`config.mk`:
```
export PLATFORM = sky130hd
export DESIGN_NAME = booth_seq_mul
export DESIGN_NICKNAME = d
export VERILOG_FILES = /design/src/rtl/booth_seq_mul.sv
export SDC_FILE = /design/constraint.sdc
export NUM_CORES = 1
export LEC_CHECK = 0
export CAP_MARGIN = 20
export CORE_MARGIN = 10
export CORE_UTILIZATION = 25
export CTS_CLUSTER_DIAMETER = 100
export CTS_CLUSTER_SIZE = 24
export DETAILED_ROUTE_END_ITERATION = 8
export DONT_BUFFER_PORTS = 1
export GPL_TIMING_DRIVEN = 0
export HOLD_SLACK_MARGIN = 0.08
export PLACE_DENSITY_LB_ADDON = 0.3
export REMOVE_ABC_BUFFERS = 1
export SKIP_LAST_GASP = 1
export SYNTH_ARGS = -nofsm -noshare
export SYNTH_HDL_FRONTEND = slang
export SYNTH_SLANG_ARGS = --single-unit
export TNS_END_PERCENT = 50
```
`constraint.sdc`:
```
create_clock -name clk -period 3 [get_ports clk]
set_input_delay 0.45 -clock clk [delete_from_list [all_inputs] [get_ports clk]]
set_output_delay 0.45 -clock clk [all_outputs]
set_load 0.02 [all_outputs]
```
`src/rtl/booth_seq_mul.sv`:
```
// rtl/booth_seq_mul.sv - iterative signed Booth multiplier with valid/ready handshakes (radix-4 under BOOTH_SEQ_MUL_RADIX4_EN)
module booth_seq_mul #(
    parameter int WIDTH = 8
) (
    input  logic               clk,
    input  logic               rst_n,
    input  logic               in_valid,
    output logic               in_ready,
    input  logic [WIDTH-1:0]   multiplicand,
    input  logic [WIDTH-1:0]   multiplier,
    output logic               out_valid,
    input  logic               out_ready,
    output logic [2*WIDTH-1:0] product
);

`ifdef BOOTH_SEQ_MUL_RADIX4_EN
    localparam int AW = WIDTH + 2;
    localparam int N  = WIDTH / 2;
`else
    localparam int AW = WIDTH + 1;
    localparam int N  = WIDTH;
`endif
    localparam int CW = $clog2(WIDTH);
    localparam logic [CW-1:0] LAST = CW'(N - 1);

    typedef enum logic [1:0] {S_IDLE, S_RUN, S_DONE} state_t;

    state_t               state_q, state_d;
    logic [AW-1:0]        a_q, a_d;
    logic [WIDTH-1:0]     q_q, q_d;
    logic                 qm1_q, qm1_d;
    logic [WIDTH-1:0]     m_q, m_d;
    logic [CW-1:0]        cnt_q, cnt_d;
    logic [2*WIDTH-1:0]   product_q, product_d;

    logic [AW-1:0]        m_ext, a_sum, a_nxt;
    logic [WIDTH-1:0]     q_nxt;
    logic                 qm1_nxt;

    // One Booth step: add the recoded partial product, then shift {A,Q,q_m1} right arithmetically.
    always_comb begin
        m_ext = {{(AW-WIDTH){m_q[WIDTH-1]}}, m_q};
`ifdef BOOTH_SEQ_MUL_RADIX4_EN
        case ({q_q[1:0], qm1_q})
            3'b001, 3'b010: a_sum = a_q + m_ext;
            3'b011:         a_sum = a_q + (m_ext << 1);
            3'b100:         a_sum = a_q - (m_ext << 1);
            3'b101, 3'b110: a_sum = a_q - m_ext;
            default:        a_sum = a_q;
        endcase
        a_nxt   = {{2{a_sum[AW-1]}}, a_sum[AW-1:2]};
        q_nxt   = {a_sum[1:0], q_q[WIDTH-1:2]};
        qm1_nxt = q_q[1];
`else
        case ({q_q[0], qm1_q})
            2'b01:   a_sum = a_q + m_ext;
            2'b10:   a_sum = a_q - m_ext;
            default: a_sum = a_q;
        endcase
        a_nxt   = {a_sum[AW-1], a_sum[AW-1:1]};
        q_nxt   = {a_sum[0], q_q[WIDTH-1:1]};
        qm1_nxt = q_q[0];
`endif
    end

    always_comb begin
        state_d   = state_q;
        a_d       = a_q;
        q_d       = q_q;
        qm1_d     = qm1_q;
        m_d       = m_q;
        cnt_d     = cnt_q;
        product_d = product_q;
        case (state_q)
            S_IDLE: begin
                if (in_valid) begin
                    a_d     = '0;
                    q_d     = multiplier;
                    qm1_d   = 1'b0;
                    m_d     = multiplicand;
                    cnt_d   = '0;
                    state_d = S_RUN;
                end
            end
            S_RUN: begin
                a_d   = a_nxt;
                q_d   = q_nxt;
                qm1_d = qm1_nxt;
                cnt_d = cnt_q + CW'(1);
                if (cnt_q == LAST) begin
                    product_d = {a_nxt[WIDTH-1:0], q_nxt};
                    state_d   = S_DONE;
                end
            end
            S_DONE: begin
                if (out_ready) begin
                    state_d = S_IDLE;
                end
            end
            default: state_d = S_IDLE;
        endcase
    end

    always_ff @(posedge clk or negedge rst_n) begin
        if (!rst_n) begin
            state_q   <= S_IDLE;
            a_q       <= '0;
            q_q       <= '0;
            qm1_q     <= 1'b0;
            m_q       <= '0;
            cnt_q     <= '0;
            product_q <= '0;
        end else begin
            state_q   <= state_d;
            a_q       <= a_d;
            q_q       <= q_d;
            qm1_q     <= qm1_d;
            m_q       <= m_d;
            cnt_q     <= cnt_d;
            product_q <= product_d;
        end
    end

    assign in_ready  = (state_q == S_IDLE);
    assign out_valid = (state_q == S_DONE);
    assign product   = product_q;

endmodule

```
== Word level (Yosys, flattened, before mapping) ==
Cells that the tools add are included.
Widths: inputs -> output; s select.
Cells by class
  add/subtract/negate cells: 3
  eq/ne operators: 8
  mux-type cells: 13
  reduce and logical (&&, ||, !) cells: 6
Operators by type and width (count)
  $pmux 9 s2: 2
  $pmux 8 s2: 1
  $add 9x9->9: 1
  $mux 9: 1
  $sub 9x9->9: 1
  $mux 8: 1
  $mux 2: 3
  $pmux 2 s3: 1
  $pmux 3 s2: 1
  $reduce_and 2->1: 3
  $eq 2x1->1 const B: 2
  $eq 2x2->1 const B: 2
  $ne 2x2->1 const B: 2
  $add 3x1->3 const B: 1
  $eq 3x3->1 const B: 1
  $mux 3: 1
  $reduce_and 3->1: 1
  $logic_not 2->1: 1
  $ne 2x1->1 const B: 1
  $pmux 1 s2: 1
  $reduce_bool 2->1: 1
  $mux 1: 1
Word-level totals
  flip-flop bits (word level): 47
  bits of input ports: 20
  output and inout port bits: 18
  logic and storage cells: 37

== Longest topological paths before layout ==
  depth in word-level cells: 3
  gate-level depth with buffers: 12
  mapped depth without buffers: 11

== Worst setup path before layout ==
OpenSTA, ideal clock, no wires.
  kind: reg2reg
  start: register qm1_q
  end: register product_q[15] (netlist: product[15])
  setup time: 0.123 ns
  arrival: 2.320 ns
  required time: 2.877 ns
  path slack: 0.557 ns
  stages on the path, launching flop included: 12
  path buffers: 1
  clock period less this slack: 2.443 ns
  path through: dfrtp_1 > inv_1 > ha_1 > buf_2 > mux2_2 > fa_1 > nand2b_1 > a21oi_2 > o22ai_2 > mux2i_2 > xor2_1 > o21ai_1
On the way
  longest elaborated chain between the ends: 2
  elaborated cells on any way between the ends: 3
  those cells by class: eq/ne (2); mux (1)
Ends and longest elaborated chain
  from (decl): RTL line 31  | logic qm1_q, qm1_d;
  from (signal assigned): RTL line 117  | qm1_q <= qm1_d;
  $eq 2x2->1 / $eq 2x1->1 (equally long branches): RTL line 55  | case ({q_q[0], qm1_q})
  $pmux 9 s2 *: RTL line 55
  to (signal assigned): RTL line 120  | product_q <= product_d;
  to (decl): RTL line 34  | logic [2*WIDTH-1:0] product_q, product_d;
Every way passes the cells marked *; elsewhere a longest branch is shown, timed or not.
A chain may end at the register's enable or synchronous reset.

== Final worst setup path ==
Same ends and word-level chain as after synthesis.

==> flow_metrics.py <==
metrics = {
    "sta": {
        "slew_violations": 0,
        "slew_headroom": 0.405,
        "period_minus_slack_ps": 2700,
        "max_freq_mhz": 370,
        "skew_ps": 9.01,
        "hold_violations": 0,
        "finalSetupViolCount": 0,
        "rsz0062_at_grt": "false",
        "fin_crit_sh": 0.901,
        "tns_ps": 0,
        "holdWs_ps": 251,
        "tightest_slew_ps": 892,
    },
    "yosys": {
        "yosysSeqAreaShare": 0.469,
        "syn_inst": 236,
        "synth_compound_area_frac": 0.123,
        "synth-simple-area-share": 0.125,
        "synth_top_family_by_area": "multiplexers",
        "synth_largest_area_cell": "dfrtp_1",
        "yosys-top-cells-area": "dfrtp_1 47%, mux2_2 7.8%, ha_1 6.1%, o21ai_0 4.9%, mux2i_1 4.5%",
        "syn_area_per_cell_um2": 10.4,
        "yosys.area_share.xor_xnor": 0.0499,
        "synthMuxAreaShare": 0.128,
        "synth_warnings": 0,
        "synth_cell_type_count": 36,
        "synth-seq-cells": 46,
        "synth_fa_ha_area_frac": 0.0693,
        "synth_area_um2": 2460,
        "synth_top_area_share": 0.469,
    },
    "floorplan": {
        "dieHeight_um": 119,
        "core-area_um2": 9680,
        "start_util": 0.254,
        "io_pins": 38,
        "die_area_um2": 14200,
        "die_width_um": 119,
        "row_count": 36,
    },
    "global_route": {
        "grt_start_max_net_pins": 47,
        "antenna_found_initial": 0,
        "grt_pass1_wl_um": 8830,
        "track_usage": 0.0769,
        "grt_pass1_vias": 1682,
        "overflow": 0,
    },
    "clock_tree": {
        "clk_path_buf_depth": 2,
        "clk-insertion-delay-late_ps": 300,
        "cts_htree_levels": 2,
        "cts_setup_buffers": 0,
        "clk_pin_slew_ps": 90,
        "cts_tree": "done",
        "post_cts_resized": 0,
        "cts_buffers": 5,
        "root_buffer": "clkbuf_8",
        "cts.sinks": 46,
    },
    "critical_path": {
        "crit_required_ps": 3170,
        "r2r_setup_slack_ps": 300,
        "critical_path.max_fanout": 8,
        "start_kind": "flop",
        "critPathMaxStageDelay_ps": 420,
        "rr_startpoint": "qm1_q",
        "path_cells": "inv_1 -> ha_1 -> mux2_2 -> fa_1 -> nand2b_1 -> a21oi_2 -> o22ai_2 -> mux2i_2 -> xor2_1 -> o21ai_1",
        "critPathSlowestCell": "fa_1",
        "criticalPathCategory": "reg2reg",
        "cp.arrival_ps": 2870,
        "endpoint_kind": "flop",
        "rr_worst_depth": 10,
        "reg2reg_to": "product[15]",
    },
    "hold_path": {
        "min-delay-start": "out_ready",
        "holdPathStages": 1,
        "hp-class": "in2reg",
        "min_to": "state_q[1]",
    },
    "route": {
        "met2WireLength_um": 2580,
        "drt_iter0_drc": 29,
        "drc": 0,
        "routed_wl_um": 5340,
        "detailroute.via_count": 1630,
        "wl_met1_um": 2350,
        "firstDrtPassIters": 4,
        "wl_met3_um": 364,
        "top_layer_used": "met4",
        "routedWlPerCell_um": 14.5,
        "viasPerCell": 4.42,
        "ant_nets": 0,
    },
    "run": {
        "drv_cap": 0,
    },
    "layout": {
        "antenna_cells": 0,
        "instances_no_fill": 369,
        "drive_gt1_frac": 0.148,
        "final_common_cell": "dfrtp_1",
        "nNetsFinal": 268,
        "finalCoreUtilization": 0.282,
        "syn_to_final_growth_pct": 11.3,
        "layout_common_cells": "46 x dfrtp_1, 24 x o21ai_0, 23 x nand2_1, 17 x mux2_2",
    },
    "placed_design": {
        "place.gp.congestion": 0.710,
        "numPortBuffers": 0,
        "placed_cells": 359,
        "dp_hpwl_um": 3840,
    },
    "run_status": {
        "outcome": "finished, final reports clean",
    },
}
-- kinds of logic after synthesis --
family	count (synthesis)
compound gates	51
xor+xnor	14
fa+ha+maj	13
buf+inv	21
flops	46
mux	29
simple gates	62
-- registers in the layout, indices dropped and copies added, names as in the netlist --
signal and count:
q_q 8, qm1_q 1, product 16, cnt_q 3, m_q 8, state_q 2
a_q 8
-- how the worst max path moves through the flow --
stage	slack [ps]	start	cells past startpoint	end
final	300	qm1_q	10	product[15]
after global routing	160	qm1_q	10	product[15]
after CTS	290	qm1_q	10	product[15]
after detailed placement	310	qm1_q	10	product[15]
after global placement	300	state_q[1]	3	product[0]
after floorplan	540	qm1_q	10	product[15]
-- critical path: cells and delay by family (launching register included) --
| kind | cells | cell delay (ps) |
|---|---|---|
| xor+xnor | 1 | 170 |
| compound gates | 3 | 390 |
| flops | 1 | 390 |
| fa+ha+maj | 2 | 720 |
| mux | 2 | 650 |
| buf+inv | 1 | 60 |
| simple gates | 1 | 190 |
-- stage by stage --
stage	worst slack (ps)	instance area, um2
after CTS	294	2730
after floorplan	536	2400
after global routing	156	2730
after global placement	303	2570
after detailed placement	311	2610
final	297	2730
-- synth_stat cells, drive strengths merged --
library cell  count
dfrtp            46
o21ai            25
nand2            24
mux2             17
nand3            13
nor2             13
ha               12
mux2i            12
a21oi            11
inv               9
xnor2             9
buf               6
clkbuf            6
nand2b            5
xor2              5
a31oi             3
nor2b             3
o21a              3
nor3              2
o211ai            2
o22ai             2
a2111o            1
a211oi            1
fa                1
nor3b             1
nor4b             1
o2111ai           1
o221ai            1
o31ai             1
-- final cells by class --
class,count,area [um2]
timing repair buffer,4,72.6
sequential,46,1150
clock inverter,3,21.3
clock buffer,5,68.8
fill,1015,6950
multi-input combinational,169,1220
tap,133,166
inverter,9,33.8
-- timing repair --
item,CTS,global route
hold buffers,2,0
setup endpoints to repair,0,0
hold endpoints to repair,46,0
-- metal layers --
layer  track usage  up-vias
met1        0.0851      775
met3        0.0316        5
li1              -      819
met4        0.0229        0
met5             0        -
met2         0.132       31
Power is left out: the tool's default activity adds up to more than one toggle a clock period on the data nets, which glitch-free logic cannot reach.
